<file path="config.mk">
export PLATFORM = sky130hd
export DESIGN_NAME = alu_cmd_sequencer
export DESIGN_NICKNAME = d
export VERILOG_FILES = /design/src/rtl/alu_pkg.sv /design/src/rtl/alu_cmd_fifo.sv /design/src/rtl/alu_cmd_sequencer.sv
export SDC_FILE = /design/constraint.sdc
export NUM_CORES = 1
export LEC_CHECK = 0
export ABC_AREA = 1
export BUFFER_PORTS_ARGS = -buffer_cell sky130_fd_sc_hd__buf_4
export CORE_UTILIZATION = 46
export CTS_CLUSTER_SIZE = 10
export DETAILED_ROUTE_END_ITERATION = 7
export PLACE_DENSITY = 0.7
export SLEW_MARGIN = 20
export SYNTH_ARGS = -nofsm -noshare
export SYNTH_HDL_FRONTEND = slang
export SYNTH_HIERARCHICAL = 1
export SYNTH_SLANG_ARGS = --single-unit
</file>
<file path="constraint.sdc">
create_clock -name clk -period 3.6 [get_ports clk]
set_input_delay 0.54 -clock clk [delete_from_list [all_inputs] [get_ports clk]]
set_output_delay 0.54 -clock clk [all_outputs]
set_load 0.01 [all_outputs]
</file>
<file path="src/rtl/alu_pkg.sv">
// Shared definitions for the ALU command sequencer: default widths, ALU select codes
// and the sequencer state encoding.
package alu_pkg;

  localparam int unsigned DATA_W_DEF = 8;
  localparam int unsigned SEL_W_DEF  = 4;

  localparam logic [3:0] ALU_ADD  = 4'd0;
  localparam logic [3:0] ALU_SUB  = 4'd1;
  localparam logic [3:0] ALU_MUL  = 4'd2;
  localparam logic [3:0] ALU_DIV  = 4'd3;
  localparam logic [3:0] ALU_SHL  = 4'd4;
  localparam logic [3:0] ALU_SHR  = 4'd5;
  localparam logic [3:0] ALU_ROL  = 4'd6;
  localparam logic [3:0] ALU_ROR  = 4'd7;
  localparam logic [3:0] ALU_AND  = 4'd8;
  localparam logic [3:0] ALU_OR   = 4'd9;
  localparam logic [3:0] ALU_XOR  = 4'd10;
  localparam logic [3:0] ALU_NOR  = 4'd11;
  localparam logic [3:0] ALU_NAND = 4'd12;
  localparam logic [3:0] ALU_XNOR = 4'd13;
  localparam logic [3:0] ALU_GT   = 4'd14;
  localparam logic [3:0] ALU_EQ   = 4'd15;

  typedef enum logic [1:0] {
    ST_IDLE   = 2'd0,
    ST_DRIVE  = 2'd1,
    ST_RESULT = 2'd2
  } seq_state_e;

endpackage

</file>
<file path="src/rtl/alu_cmd_fifo.sv">
// Synchronous command FIFO; head entry is visible on rd_data whenever empty is low.
module alu_cmd_fifo #(
  parameter int unsigned WIDTH = 20,
  parameter int unsigned DEPTH = 4
) (
  input  logic                     clk,
  input  logic                     rst,
  input  logic                     push,
  input  logic [WIDTH-1:0]         wr_data,
  input  logic                     pop,
  output logic [WIDTH-1:0]         rd_data,
  output logic                     full,
  output logic                     empty,
  output logic [$clog2(DEPTH):0]   count
);

  localparam int unsigned PTR_W = $clog2(DEPTH);
  localparam int unsigned CNT_W = PTR_W + 1;

  logic [WIDTH-1:0] r_mem [DEPTH];
  logic [PTR_W-1:0] r_wr_ptr;
  logic [PTR_W-1:0] r_rd_ptr;
  logic [CNT_W-1:0] r_count;
  logic             w_push;
  logic             w_pop;

  assign w_push  = push && !full;
  assign w_pop   = pop && !empty;
  assign full    = (r_count == CNT_W'(DEPTH));
  assign empty   = (r_count == '0);
  assign count   = r_count;
  assign rd_data = r_mem[r_rd_ptr];

  // Pointers wrap naturally because DEPTH is a power of two
  always_ff @(posedge clk) begin
    if (rst) begin
      r_wr_ptr <= '0;
      r_rd_ptr <= '0;
      r_count  <= '0;
    end else begin
      if (w_push) r_wr_ptr <= r_wr_ptr + PTR_W'(1);
      if (w_pop)  r_rd_ptr <= r_rd_ptr + PTR_W'(1);
      case ({w_push, w_pop})
        2'b10:   r_count <= r_count + CNT_W'(1);
        2'b01:   r_count <= r_count - CNT_W'(1);
        default: r_count <= r_count;
      endcase
    end
  end

  always_ff @(posedge clk) begin
    if (w_push) r_mem[r_wr_ptr] <= wr_data;
  end

endmodule

</file>
<file path="src/rtl/alu_cmd_sequencer.sv">
// Issue stage for the 8-bit ALU: queues commands, drives them onto the ALU inputs one
// at a time, waits SETTLE cycles, then returns each captured result in command order.
module alu_cmd_sequencer
  import alu_pkg::*;
#(
  parameter int unsigned DATA_W = DATA_W_DEF,
  parameter int unsigned SEL_W  = SEL_W_DEF,
  parameter int unsigned DEPTH  = 4,
  parameter int unsigned SETTLE = 1
) (
  input  logic              clk,
  input  logic              rst,
  input  logic              cmd_valid,
  output logic              cmd_ready,
  input  logic [DATA_W-1:0] cmd_a,
  input  logic [DATA_W-1:0] cmd_b,
  input  logic [SEL_W-1:0]  cmd_sel,
  output logic [DATA_W-1:0] alu_a,
  output logic [DATA_W-1:0] alu_b,
  output logic [SEL_W-1:0]  alu_sel,
  input  logic [DATA_W-1:0] alu_out,
  input  logic              alu_carry,
  output logic              res_valid,
  input  logic              res_ready,
  output logic [DATA_W-1:0] res_data,
  output logic              res_carry,
  output logic [SEL_W-1:0]  res_sel,
  output logic              busy
);

  localparam int unsigned FIFO_W = 2 * DATA_W + SEL_W;
  localparam int unsigned CNT_W  = (SETTLE > 1) ? $clog2(SETTLE) : 1;
  localparam int unsigned FCNT_W = $clog2(DEPTH) + 1;
  localparam logic [CNT_W-1:0] CNT_INIT = CNT_W'(SETTLE - 1);

  seq_state_e         r_state;
  seq_state_e         w_state_nxt;
  logic [CNT_W-1:0]   r_cnt;
  logic [CNT_W-1:0]   w_cnt_nxt;
  logic               w_pop;
  logic               w_capture;
  logic               w_res_clr;

  logic               w_push;
  logic [FIFO_W-1:0]  w_fifo_wr;
  logic [FIFO_W-1:0]  w_fifo_rd;
  logic               w_full;
  logic               w_empty;
  logic [FCNT_W-1:0]  w_count;

  logic [DATA_W-1:0]  r_alu_a;
  logic [DATA_W-1:0]  r_alu_b;
  logic [SEL_W-1:0]   r_alu_sel;
  logic               r_res_valid;
  logic [DATA_W-1:0]  r_res_data;
  logic               r_res_carry;
  logic [SEL_W-1:0]   r_res_sel;

  assign cmd_ready = !w_full && !rst;
  assign w_push    = cmd_valid && cmd_ready;
  assign w_fifo_wr = {cmd_a, cmd_b, cmd_sel};

  alu_cmd_fifo #(
    .WIDTH (FIFO_W),
    .DEPTH (DEPTH)
  ) u_fifo (
    .clk     (clk),
    .rst     (rst),
    .push    (w_push),
    .wr_data (w_fifo_wr),
    .pop     (w_pop),
    .rd_data (w_fifo_rd),
    .full    (w_full),
    .empty   (w_empty),
    .count   (w_count)
  );

  // Next-state and control decode
  always_comb begin
    w_state_nxt = r_state;
    w_cnt_nxt   = r_cnt;
    w_pop       = 1'b0;
    w_capture   = 1'b0;
    w_res_clr   = 1'b0;
    case (r_state)
      ST_IDLE: begin
        if (!w_empty) begin
          w_pop       = 1'b1;
          w_cnt_nxt   = CNT_INIT;
          w_state_nxt = ST_DRIVE;
        end
      end
      ST_DRIVE: begin
        if (r_cnt == '0) begin
          w_capture   = 1'b1;
          w_state_nxt = ST_RESULT;
        end else begin
          w_cnt_nxt = r_cnt - CNT_W'(1);
        end
      end
      ST_RESULT: begin
        if (r_res_valid && res_ready) begin
          w_res_clr = 1'b1;
          if (!w_empty) begin
            w_pop       = 1'b1;
            w_cnt_nxt   = CNT_INIT;
            w_state_nxt = ST_DRIVE;
          end else begin
            w_state_nxt = ST_IDLE;
          end
        end
      end
      default: w_state_nxt = ST_IDLE;
    endcase
  end

  always_ff @(posedge clk) begin
    if (rst) begin
      r_state <= ST_IDLE;
      r_cnt   <= '0;
    end else begin
      r_state <= w_state_nxt;
      r_cnt   <= w_cnt_nxt;
    end
  end

  // ALU drive holds the last command after capture so ALU_Out stays stable
  always_ff @(posedge clk) begin
    if (rst) begin
      r_alu_a     <= '0;
      r_alu_b     <= '0;
      r_alu_sel   <= '0;
      r_res_valid <= 1'b0;
      r_res_data  <= '0;
      r_res_carry <= 1'b0;
      r_res_sel   <= '0;
    end else begin
      if (w_pop) begin
        r_alu_a   <= w_fifo_rd[FIFO_W-1 -: DATA_W];
        r_alu_b   <= w_fifo_rd[SEL_W +: DATA_W];
        r_alu_sel <= w_fifo_rd[SEL_W-1:0];
      end
      if (w_capture) begin
        r_res_valid <= 1'b1;
        r_res_data  <= alu_out;
        r_res_carry <= alu_carry;
        r_res_sel   <= r_alu_sel;
      end else if (w_res_clr) begin
        r_res_valid <= 1'b0;
      end
    end
  end

  assign alu_a     = r_alu_a;
  assign alu_b     = r_alu_b;
  assign alu_sel   = r_alu_sel;
  assign res_valid = r_res_valid;
  assign res_data  = r_res_data;
  assign res_carry = r_res_carry;
  assign res_sel   = r_res_sel;
  assign busy      = (r_state != ST_IDLE) || (w_count != '0);

endmodule

</file>
### Yosys cells after proc, flatten, opt, wreduce, memory -nomap -nowiden

Memories as Yosys holds them, arrays and structs flattened. A register that Yosys moved wholly into a read port is not among the register bits.
Cells that the tools add are included.

* logic and storage cells: 62
* bits in writable memories: 80
* output and inout port bits: 36
* memories kept: 1
* bits in registers: 24

* add/sub/neg operators: 5
* equal/unequal tests: 8
* muxes and demuxes: 21
* reductions and logical operators: 18

Memory list
* u_fifo.r_mem: words 4, width 20, rd ports 1, clocked after memory_dff 1, wr ports 1, line alu_cmd_fifo.sv:20 `logic [WIDTH-1:0] r_mem [DEPTH];`

Operators with widths (number)
* 1-bit 2-to-1 mux: 14
* 2-bit 2-to-1 mux: 3
* 2-bit inequality test, second input constant: 3
* 2-bit case mux with 3 select lines: 1
* 3-bit case mux with 2 select lines: 1
* 2-bit nonzero test: 3
* 3-bit nonzero test: 2
* 1-bit logical AND: 5
* 2-bit by 1-bit adder with 2-bit output, second input constant: 2
* 2-bit by 1-bit == test with 1-bit output, second input constant: 2
* 2-bit == test, second input constant: 2
* 3-bit by 1-bit adder with 3-bit output, second input constant: 1
* 3-bit == test, second input constant: 1
* 1-bit logical NOT: 3
* 3-bit logical NOT: 1
* 1-bit case mux with 3 select lines: 1
* 3-bit AND reduction: 1
* 3-bit by 1-bit subtractor with 3-bit output, second input constant: 1
* 2-bit logical NOT: 1
* 1-bit case mux with 2 select lines: 1
* 2-bit AND reduction: 1
* 1-bit logical OR: 1
* 1-bit subtractor, second input constant: 1

### Logic depth before layout (Yosys ltp)

Gate-level depths: netlist (run 1).

* depth in word-level cells: 7
* gate-level depth with buffers: 18
* mapped depth without buffers: 17

### By module

The synthesis (run 1) kept the hierarchy.

By module, submodules not included
* alu_cmd_fifo: sequential area each 2582.5 um^2, cells each 264, times used 1, area each 3439.5 um^2
* alu_cmd_sequencer: sequential area each 740.7 um^2, cells each 240, times used 1, area each 1614.0 um^2

### Worst setup path after synthesis (run 1)

OpenSTA, ideal clock, no wires.

* path type: reg2reg
* start: reg u_fifo.r_count[1] (netlist: u_fifo/count[1])
* end: mem u_fifo.r_mem[0][0], enable pin
* data required time: 3.203 ns
* arrival time: 1.981 ns
* slack: 1.222 ns
* setup time: 0.397 ns
* buffers on the path: 0
* cell stages (with the launch flop): 7
* clock period less this slack: 2.378 ns
* cell sequence: dfxtp_1 nor2_2 nand2_2 inv_1 nor3b_1 nand2_4 nor2_1

* word-level cells in the longest chain between the ends: 7

Ends and longest elaborated chain
* from (decl): line alu_cmd_fifo.sv:23 `logic [CNT_W-1:0] r_count;`
* from (signal assigned): line alu_cmd_fifo.sv:44 `2'b10: r_count <= r_count + CNT_W'(1);`
* from (signal assigned): line alu_cmd_fifo.sv:45 `2'b01: r_count <= r_count - CNT_W'(1);`
* from (signal assigned): line alu_cmd_fifo.sv:46 `default: r_count <= r_count;`
* 3-bit == test: line alu_cmd_fifo.sv:29 `assign full = (r_count == CNT_W'(DEPTH));`
* named net w_full: line alu_cmd_sequencer.sv:47 `logic w_full;`
* 1-bit logical NOT: line alu_cmd_sequencer.sv:59 `assign cmd_ready = !w_full && !rst;`
* 1-bit logical AND: line alu_cmd_sequencer.sv:59
* 1-bit logical AND: line alu_cmd_sequencer.sv:60 `assign w_push = cmd_valid && cmd_ready;`
* named net w_push: line alu_cmd_sequencer.sv:44 `logic w_push;`
* 1-bit logical AND: line alu_cmd_fifo.sv:27 `assign w_push = push && !full;`
* 1-bit 2-to-1 mux: line alu_cmd_fifo.sv:52 `if (w_push) r_mem[r_wr_ptr] <= wr_data;`
* 1-bit 2-to-1 mux (implied by the code): line alu_cmd_fifo.sv:52
* to (decl): line alu_cmd_fifo.sv:20

The timed path passes the listed nets, and every way through them passes these cells.

### Final worst setup path (run 1)

* start: reg u_fifo.r_count[1] (netlist: u_fifo/count[1])
* end: reg u_fifo.r_count[2] (netlist: u_fifo/count[2])

* word-level cells in the longest chain between the ends: 7

Ends and longest elaborated chain
* 3-bit == test *: line alu_cmd_fifo.sv:29
* named net w_full: line alu_cmd_sequencer.sv:47
* 1-bit logical NOT *: line alu_cmd_sequencer.sv:59
* 1-bit logical AND *: line alu_cmd_sequencer.sv:59
* 1-bit logical AND *: line alu_cmd_sequencer.sv:60
* named net w_push: line alu_cmd_sequencer.sv:44
* 1-bit logical AND *: line alu_cmd_fifo.sv:27
* 2-bit by 1-bit == test with 1-bit output or 2-bit == test (tied branches): line alu_cmd_fifo.sv:43 `case ({w_push, w_pop})`
* 3-bit case mux with 2 select lines or 2-bit nonzero test (tied branches)

The timed path passes the listed nets; every way through them passes the cells marked *.
A chain may end at the register's enable or synchronous reset.

==> impl_results.md, run 1 <==
* Filler cells at between 800 and 900
* DR iter-0 viols at roughly 240
* R2R setup slack at roughly 1.4 ns
* CTS tree: done
* Leakage at between 2 and 3 nW
* FP Rows at 37
* Mean Syn Cell Area at around 10 sq um
* First-pass GRT wire length at 16.8 mm
* Synthesis-stage register bit count at 126
* Status: completed
* Core Footprint at roughly 11000 sq um
* Die area at between 10000 and 15000 sq um
* Placed insts at 691
* Cells after Synth at 504
* Routed wire length at 10.4 mm
* Largest cells by area after synthesis: edfxtp_1, dfxtp_1, nor2_1
* CP Data Required Time at roughly 4.0 ns
* HPWL Detailed at between 6 and 7 mm
* Crit path to: u_fifo/count[2]
* Fin crit period at about 2.2 ns
* Setup violators final at 0
* Io pins at roughly 70
* P&R area growth vs syn at 23.3%
* Worst setup path startpoint: u_fifo/count[1]
* Final Hold Vio Count at 0
* Vias at 3645
* First-pass iteration count of the detailed router at 5
* Initial Util at about half
* Avg WL per Cell at 14.4 microns
* Cell taking the most area after synthesis: edfxtp_1
* Drc violations at 0
* Detail Route Antenna Nets at 0
* Setup repair bufs after CTS at 0
* Post-Layout Cell Count at approximately 720
* CTS max path bufs at 2
* Worst path arrival time at about 2.7 ns
* CTS root buffer: clkbuf_8
* Fraction of layout cells with a size suffix above 1 at 18.9%
* Die height at between 100 and 150 microns
* Cell-internal power at ~0.0034 W
* Port Buffers at 68
* RSZ-0062 raised after global routing: false
* Synth warn at 6
* Initial antenna violation count at 0
* Period utilisation layout at 61.5%
* Slew Viols, Final at 0
* Cell Pwr Density at 830 nW/um^2
* Clk sink count at between 100 and 150
* GP Congestion at ~0.7
* CTS H-tree lvls at 4
* DIE WIDTH at ~110 microns
* Max Cap Viol at 0
* Vias per inst at just over 5
* CP Launch Type: register
* Clock skew at about 0.0052 ns
* Switch share at 33.5%
* Total Nets Final at between 600 and 700
* Num CTS Buffers at 17
* Yosys top cell area share at between 40% and 50%
* Headroom to the max-slew limit at a little over a third
* Peak VDD IR at between 0.4 and 0.5 mV
* Register area share after synthesis at 65.8%
* Synth Cell Area at 5050 sq um
* Global route total overflow at 0
* Antenna cell count at 0
* Overall Global Routing Usage at about a fifth
* Clk_lat worst skew at roughly 0.50 ns
* Reg2reg end: u_fifo/count[2]
* CP Max Fanout at 7
* Vias in the first global route at ~3.5k
* Clk pwr share at a little under a third
* Post-cts resize count at 0
* CTS clk-pin slew, worst paths at about 0.060 ns
* Max frequency at about 450 MHz
* Combinational Power Share at 32.3%
* Critical Path Sink Type: register
* Worst R2R Path Depth at 14
* Worst hold path type: in2reg
* Setup tns final at 0 ns
* Largest net degree at the start of global routing at 42
* Sequential Power Share at between 30% and 40%
* Measured slew at the worst slew-check pin at roughly 0.97 ns
* Yosys cell types at 23
* CTS Hold Bufs at 0
* Syn nets at around 540
* RR Startpoint: u_fifo/count[1]
* WS Path Type: reg2reg
* Psw at between 0.0015 and 0.002 W
## cells by family (layout without fill, tap and decap cells)
kind of cell	after synthesis	count (layout)	share of synthesized area, %
DFF	126	126	65.8
and+or+nand+nor	198	198	16.1
adders and majority gates	6	6	1.63
AOI/OAI and AO/OA	90	90	9.41
buffers and inverters	84	167	7.06
## placed cells by master, fill, tap and decap left out, types with 2 or more instances in the layout
cell	count
edfxtp_1	80
buf_4	76
nor2_2	2
clkinvlp_4	3
clkinv_1	2
clkbuf_16	16
nand2_1	64
nand3_1	28
clkinv_2	4
nor3_1	2
nand2_2	2
o22ai_1	20
a21oi_1	28
nor2_1	97
o21ai_1	40
o21ai_0	2
inv_1	57
dfxtp_1	46
bufinv_16	3
ha_1	5
clkbuf_1	3
## cell usage after synthesis (all sizes together)
master  number
inv         59
ha           5
nand2       67
o22ai       20
edfxtp      80
dfxtp       46
nor3         2
o21ai       42
nor3b        1
a21oi       28
fa           1
clkbuf       4
nand3       29
nor2        99
buf         21
## how the worst min path moves through the flow
stage,from,slack (ns),end,depth (start not counted)
after floorplan,r_cnt,0.44,r_state[0],2
after global placement,alu_a[0],0.46,alu_a[0],2
after detailed placement,r_cnt,0.46,r_state[0],2
after CTS,cmd_b[1],0.21,u_fifo/r_mem[1][5],1
after global routing,cmd_a[0],0.21,u_fifo/r_mem[1][12],1
final,cmd_b[1],0.23,u_fifo/r_mem[1][5],1
## area by class of cell
class	instances	area, sq um	area share [%]
Sequential cell	126	3320	53.3
Tap cell	136	170	2.73
Clock inverter	12	145	2.33
Timing Repair Buffer	76	571	9.16
Inverter	59	221	3.55
Multi-Input combinational cell	294	1370	22.1
Clock buffer	20	425	6.83
## through the flow
step	area [sq um]	power, W	util (%)	worst slack [ns]	hold slack, ns
finish	6230	0.00517	59.3	1.39	0.234
global route	6230	0.00552	59.3	1.22	0.213
CTS	6230	0.00520	59.3	1.43	0.214
detailed placement	5660	0.00357	53.9	1.34	0.465
global placement	5660	0.00351	53.9	1.44	0.463
floorplan	5050	0.00309	-	1.22	0.437
## sequential cells by signal (all words and copies together) (netlist names), 3 cells and up, named ones only
name and count:
u_fifo/r_mem 80, alu_a 8, alu_sel 4, res_data 8
u_fifo/count 3, res_sel 4, alu_b 8
## routing by layer
metal | vias to the layer above | GRT usage (%) | share of wire (%)
met5 | - | 0 | 0
met4 | 0 | 7.83 | 1.6
met3 | 12 | 5.05 | 5.2
met2 | 119 | 30.9 | 47
met1 | 1698 | 25.5 | 46
li1 | 1816 | - | -
## power by group through the flow
stage	clock, W	combinational (W)	sequential [W]
after global routing	0.00172	0.00189	0.00191
after CTS	0.00165	0.00168	0.00188
after detailed placement	0	0.00166	0.00191
after global placement	0	0.00161	0.00190
after floorplan	0	0.00113	0.00195
final	0.00162	0.00167	0.00188
## critical path, stage by stage (launching register included)
cell and delay, ns:
dfxtp_1 0.39, nor2_2 0.08, nand2_2 0.11, inv_1 0.06
nor3b_1 0.46, nand2_4 0.14, ha_1 0.22, inv_1 0.09
fa_1 0.19, inv_1 0.05, nand2_1 0.05, nand3_1 0.09
nand2_1 0.09, nand2_1 0.07, nor2_1 0.08
Note: power is estimated with default switching activity, not from simulation.
==> run 2, diff against run 1 <==
==> constraint.sdc (replaced) <==
create_clock -name clk -period 2.1 [get_ports clk]
set_input_delay 0.315 -clock clk [delete_from_list [all_inputs] [get_ports clk]]
set_output_delay 0.315 -clock clk [all_outputs]
set_load 0.01 [all_outputs]
==> run 2 against run 1 <==
Against the previous run: worst hold slack worse by 0.21 ns; setup slack got worse by 1.3 ns; sequential power rose by 72%; critical path type unchanged; largest cell class unchanged; die area did not move; first-iteration DRC count up 3.0%; non-clock buffer count is 27 higher; largest power group unchanged; critical endpoint unchanged.
==> impl_results.md, run 2 (synthesized netlist as in run 1, its figures left out) <==
* Status: completed
* Placed inst area at roughly 5700 sq um
* WP buf/inv at 5
* Clock skew at 0.00653 ns
* Vias in the first global route at roughly 3.4k
* Fraction of layout cells with a size suffix above 1 at between 20% and 30%
* Slew Viols, Final at 0
* Detail Route Antenna Nets at 0
* Reg2reg end: u_fifo/count[2]
* Io pins at about 70
* Delay-heaviest family, CP: simple AND/OR/NAND/NOR gates
* WHS at between 0.02 and 0.025 ns
* First-pass GRT wire length at approximately 17 mm
* CP Data Required Time at 2.50 ns
* Fin crit period at a little under 2 ns
* CTS root buffer: clkbuf_8
* Cell-internal power at a little over 0.006 W
* Core Footprint at around 11000 sq um
* First-pass iteration count of the detailed router at 5
* Hold path startpoint: cmd_sel[0]
* CP max stage cell: dfxtp_2
* Num CTS Buffers at 17
* Most frequent cells in the layout: nor2_1, buf_4, edfxtp_1, nand2_1, inv_1
* CP Launch Type: register
* Storage element area at between 3000 and 4000 sq um
* Antenna cell count at 0
* Worst hold stages at 1
* Tot Pwr at around 0.0093 W
* Peak VDD IR at ~0.66 mV
* Final instance area at approximately 6600 sq um
* Worst hold path type: in2reg
* Psw at 0.00311 W
* Initial antenna violation count at 0
* Max frequency at about 510 MHz
* R2R setup slack at 0.12 ns
* Port Buffers at a little under 70
* Placed insts at 697
* Filler cells at 838
* Die area at 11400 sq um
* Clk sink count at between 100 and 150
* Crit-path max cell delay at approximately 0.36 ns
* Critical Path Sink Type: register
* Reg with most FFs: u_fifo/r_mem
* Total Nets Final at 640
* CTS max path bufs at 2
* CP Max Fanout at 3
* RR Startpoint: u_fifo/count[0]
* GP Congestion at approximately 0.74
* Cell Pwr Density at 1410 nW/um^2
* Routed wire length at approximately 10 mm
* Hold endpoint: u_fifo/r_mem[1][0]
* Measured slew at the worst slew-check pin at 0.662 ns
* Overall Global Routing Usage at approximately a fifth
* Initial Util at between 40% and 50%
* Vias per inst at roughly 5
* Final Hold Vio Count at 0
* Clk pwr share at between 30% and 40%
* Cell Chain, Critical Path: nor2_4, nand2_2, inv_1, nor2_2, nand2_2, inv_2, nand2_2, inv_2, ha_4, inv_2, fa_2, inv_1, nand2_1, nand3_2, nand2_1, nand2_1, nor2_1
* CTS H-tree lvls at 4
* Sequential Power Share at between 30% and 40%
* DR iter-0 viols at 243
* DIE WIDTH at 107 microns
* Global route total overflow at 0
* Leakage at around 2.8 nW
* Drc violations at 0
* Combinational Power Share at about a third
* Avg WL per Cell at around 14 microns
* Headroom to the max-slew limit at between 50% and 60%
* Worst R2R Path Depth at 17
* Max reg flops at 80
* Most common cell after layout, fill and taps aside: nor2_1
* Worst path arrival time at approximately 2.4 ns
* CTS tree: done
* HPWL Detailed at roughly 6.5 mm
* Period utilisation layout at a little over nine tenths
* Die height at about 110 microns
* Setup violators final at 0
* P&R area growth vs syn at 30.2%
* Clk_lat worst skew at between 0.5 and 0.6 ns
* Vias at between 3k and 4k
* Switch share at about a third
* CTS clk-pin slew, worst paths at roughly 0.060 ns
* FP Rows at 37
* WS Path Type: reg2reg
* Setup tns final at 0 ns
* Largest net degree at the start of global routing at 41
* Max Cap Viol at 0
* Multi-input logic area at roughly 1400 sq um
* Post-Layout Cell Count at 750
run 2: cell count changes in the layout (fill, tap and decap cells not counted), moves of 2 or more:
cell and change:
nand2_1 -2, buf_4 +8, dfxtp_2 +2, clkbuf_1 -3
buf_12 +2, dlygate4sd3_1 +17, dfxtp_1 -3, inv_6 +3
inv_1 -4, inv_2 +5
run 2: stage by stage:
step | util, % | worst slack [ns]
2_1_floorplan | - | -0.278
3_3_place_gp | 54.5 | 0.111
3_5_place_dp | 54.5 | -0.0111
4_1_cts | 61.9 | 0.0161
5_1_grt | 62.6 | -0.0208
6_report | 62.6 | 0.122
run 2: per-layer routing:
| metal | wire, microns | vias to the layer above | global-route usage (%) |
|---|---|---|---|
| met5 | 0 | - | 0 |
| met1 | 4780 | 1763 | 26.0 |
| met2 | 4810 | 114 | 30.3 |
| met3 | 653 | 11 | 4.74 |
| li1 | - | 1871 | - |
| met4 | 135 | 0 | 7.73 |
run 2: how the worst max path moves through the flow:
| stage | start | depth (start not counted) | endpoint |
|---|---|---|---|
| detailed placement | u_fifo/count[2] | 17 | u_fifo/count[2] |
| floorplan | u_fifo/count[1] | 6 | u_fifo/r_mem[0][0] |
| global route | u_fifo/count[0] | 17 | u_fifo/count[2] |
| finish | u_fifo/count[0] | 17 | u_fifo/count[2] |
| CTS | u_fifo/count[2] | 17 | u_fifo/count[2] |
| global placement | u_fifo/count[2] | 17 | u_fifo/count[2] |
run 2: repair_timing:
item                       in CTS  in global routing
buffers inserted                0                  4
pin swaps                       0                  5
setup endpoints to repair       1                  1
gates resized for setup         2                 15
hold buffers                   17                  0
hold endpoints to repair       68                  0
run 2: worst register-to-register path, stage by stage (launching register included):
cell and delay (ns):
dfxtp_2 0.36, nor2_4 0.05, nand2_2 0.09, inv_1 0.05
nor2_2 0.13, nand2_2 0.07, inv_2 0.07, nand2_2 0.06
inv_2 0.08, ha_4 0.13, inv_2 0.04, fa_2 0.35
inv_1 0.07, nand2_1 0.06, nand3_2 0.06, nand2_1 0.06
nand2_1 0.08, nor2_1 0.04
run 2: cell type report:
class                      count  share of cell area (%)
clock buffer                  17                    6.30
sequential                   126                    50.6
tap                          136                    2.59
multi-input combinational    294                    21.4
inverter                      59                    3.37
timing repair buffer         103                    12.8
clock inverter                15                    2.93
run 2: power by group through the flow:
stage,clock network (W),registers [W],logic (W)
after floorplan,0,0.00335,0.00196
after global placement,0,0.00326,0.00283
after detailed placement,0,0.00327,0.00288
after CTS,0.00304,0.00323,0.00293
after global routing,0.00315,0.00328,0.00345
final,0.00298,0.00324,0.00307
==> run 3, diff against run 2 <==
--- a/config.mk
+++ b/config.mk
@@ -6,7 +6,7 @@
 export NUM_CORES = 1
 export LEC_CHECK = 0
 export ABC_AREA = 1
-export BUFFER_PORTS_ARGS = -buffer_cell sky130_fd_sc_hd__buf_4
+export BUFFER_PORTS_ARGS = -buffer_cell sky130_fd_sc_hd__buf_2
 export CORE_UTILIZATION = 46
 export CTS_CLUSTER_SIZE = 10
 export DETAILED_ROUTE_END_ITERATION = 7
==> constraint.sdc (replaced) <==
create_clock -name clk -period 2.1 [get_ports clk]
set_input_delay 0.315 -clock clk [delete_from_list [all_inputs] [get_ports clk]]
set_output_delay 0.315 -clock clk [all_outputs]
set_load 0.02 [all_outputs]
==> run 3 against run 2 <==
Against the previous run: maximum frequency down 3.7%; worst hold slack about the same; clock skew is 0.0066 ns higher; register-to-register slack worse by 0.08 ns; cell count decreased by 2.0%; clock power is 6.7% lower; die area stayed put; non-clock buffer count is 15 lower; flip-flop and latch count unchanged; routed wire length grew 1.1%; largest cell class unchanged; highest routed layer unchanged.
==> impl_results.md, run 3 (synthesized netlist as in run 1, its figures left out) <==
* Peak VDD IR at 0.653 mV
* Most common cell after layout, fill and taps aside: nor2_1
* Drc violations at 0
* Max frequency at between 400 and 500 MHz
* Final instance area at roughly 6200 sq um
* Most frequent cells in the layout: nor2_1, edfxtp_1, buf_2, nand2_1, inv_1
* CP Launch Type: register
* Setup violators final at 0
* Sequential Power Share at a little over a third
* Tot Pwr at approximately 0.009 W
* Clk_lat worst skew at approximately 0.51 ns
* Fin crit period at about 2.1 ns
* Overall Global Routing Usage at 19.5%
* Status: completed
* DIE WIDTH at 107 microns
* Worst setup path startpoint: u_fifo/count[1]
* CTS H-tree lvls at 4
* Total Nets Final at 625
* Die height at about 110 microns
* WS Path Type: reg2reg
* Period utilisation layout at 97.8%
* Clk sink count at between 100 and 150
* CTS clk-pin slew, worst paths at 0.06 ns
* Vias in the first global route at between 3k and 4k
* CP max stage cell: dfxtp_4
* WP buf/inv at 5
* Final Worst Setup Slack at about 0.046 ns
* Placed insts at around 700
* Detail Route Antenna Nets at 0
* Cell Pwr Density at 1470 nW/um^2
* Initial antenna violation count at 0
* Hold path startpoint: cmd_a[3]
* Switch share at a little over a third
* Num CTS Buffers at 17
* Delay-heaviest family, CP: simple AND/OR/NAND/NOR gates
* Io pins at 69
* Worst hold path type: in2reg
* Psw at roughly 0.0033 W
* FP Rows at 37
* Combinational Power Share at between 30% and 40%
* Post-Layout Cell Count at approximately 740
* Die area at around 11000 sq um
* GP Congestion at approximately 0.78
* Critical Path Sink Type: register
* CTS tree: done
* Crit-path max cell delay at between 0.3 and 0.4 ns
* RR Startpoint: u_fifo/count[1]
* Leakage at between 2 and 3 nW
* DR iter-0 viols at roughly 260
* Worst path arrival time at 2.46 ns
* CTS root buffer: clkbuf_8
* First-pass iteration count of the detailed router at 4
* Antenna cell count at 0
* Cell Chain, Critical Path: nor2_4, nand2_2, inv_1, nor2_2, nand2_2, inv_2, nand2_2, inv_2, ha_2, inv_1, fa_2, inv_1, nand2_1, nand3_1, nand2_1, nand2_1, nor2_1
* Measured slew at the worst slew-check pin at 0.699 ns
* Port Buffers at 68
* HPWL Detailed at 6.55 mm
* Final Hold Vio Count at 0
* Vias at ~3.7k
* Slew Viols, Final at 0
* Place WS at -0.0384 ns
* Routed wire length at ~10 mm
* P&R area growth vs syn at 22.6%
* CP Data Required Time at 2.50 ns
* Headroom to the max-slew limit at 53.3%
* First-pass GRT wire length at 16.9 mm
* Max Cap Viol at 0
* Global route total overflow at 0
* Initial Util at between 40% and 50%
* Reg with most FFs: u_fifo/r_mem
* Max reg flops at 80
* Core Footprint at 10500 sq um
* Vias per inst at 5.03
* Clk pwr share at around 30%
* CTS max path bufs at 2
* Cell-internal power at between 0.005 and 0.006 W
* R2R setup slack at 0.05 ns
* Fraction of layout cells with a size suffix above 1 at 22.9%
* Placed inst area at around 5500 sq um
* Largest net degree at the start of global routing at slightly above 40
* CP Max Fanout at 4
* Avg WL per Cell at 14.3 microns
* Clock skew at about 0.013 ns
-- run 3: changes by cell type in the layout (fill, tap and decap cells not counted), sizes merged --
cell	before	now
clkbuf	17	22
clkinv	5	6
inv	62	63
bufinv	4	0
buf	86	87
clkinvlp	3	0
dlygate4sd3	17	1
-- run 3: worst reg2reg max path: cells and delay by family (launching register included) --
kind / cells / cell delay (ns)
AND/OR/NAND/NOR: 10 / 0.72
flip-flops: 1 / 0.37
buffers and inverters: 5 / 0.33
adder cells (fa/ha/maj): 2 / 0.54
-- run 3: worst paths after layout --
path	end	cells past startpoint
max reg2reg	u_fifo/count[2]	17
max	u_fifo/count[2]	17
min reg2reg	res_valid	2
min	u_fifo/r_mem[3][15]	1
-- run 3: cell type report --
cell class              instances  area, sq um
fillers                       864         4310
multi-input cells             294         1390
well taps                     136          170
flip-flops and latches        126         3330
repair buffers                 88          493
clock inverters                10         67.6
inverters                      59          221
clock buffers                  22          519
-- run 3: metrics by stage --
step	hold WS, ns	utilization (%)	setup TNS, ns
after floorplan	0.377	-	-22.20
final	0.0226	59.0	0
after detailed placement	0.461	52.7	-0.0384
after global placement	0.459	52.7	0
after CTS	0.00976	58.4	0
after global routing	0.00614	59.0	-0.0533
-- run 3: repair_timing --
item	4_1_cts	5_1_grt
gates cloned	0	0
buffers inserted	0	4
endpoints found under the hold margin	1	0
gates resized for setup	3	10
pin swaps	0	3
endpoints found under the setup margin	1	1
hold buffers	1	0
-- run 3: power by group through the flow --
| stage | registers [W] | logic (W) | clock network (W) |
|---|---|---|---|
| detailed placement | 0.00326 | 0.00290 | 0 |
| global placement | 0.00324 | 0.00283 | 0 |
| floorplan | 0.00352 | 0.00198 | 0 |
| global route | 0.00328 | 0.00347 | 0.00295 |
| finish | 0.00323 | 0.00309 | 0.00278 |
| CTS | 0.00322 | 0.00293 | 0.00283 |
-- run 3: metal layers --
metal	vias to the layer above	global-route usage (%)	routed length (microns)
li1	1845	-	-
met2	131	30.7	4930
met4	0	8.12	97
met3	10	5.65	674
met1	1710	25.4	4790
met5	-	0	0
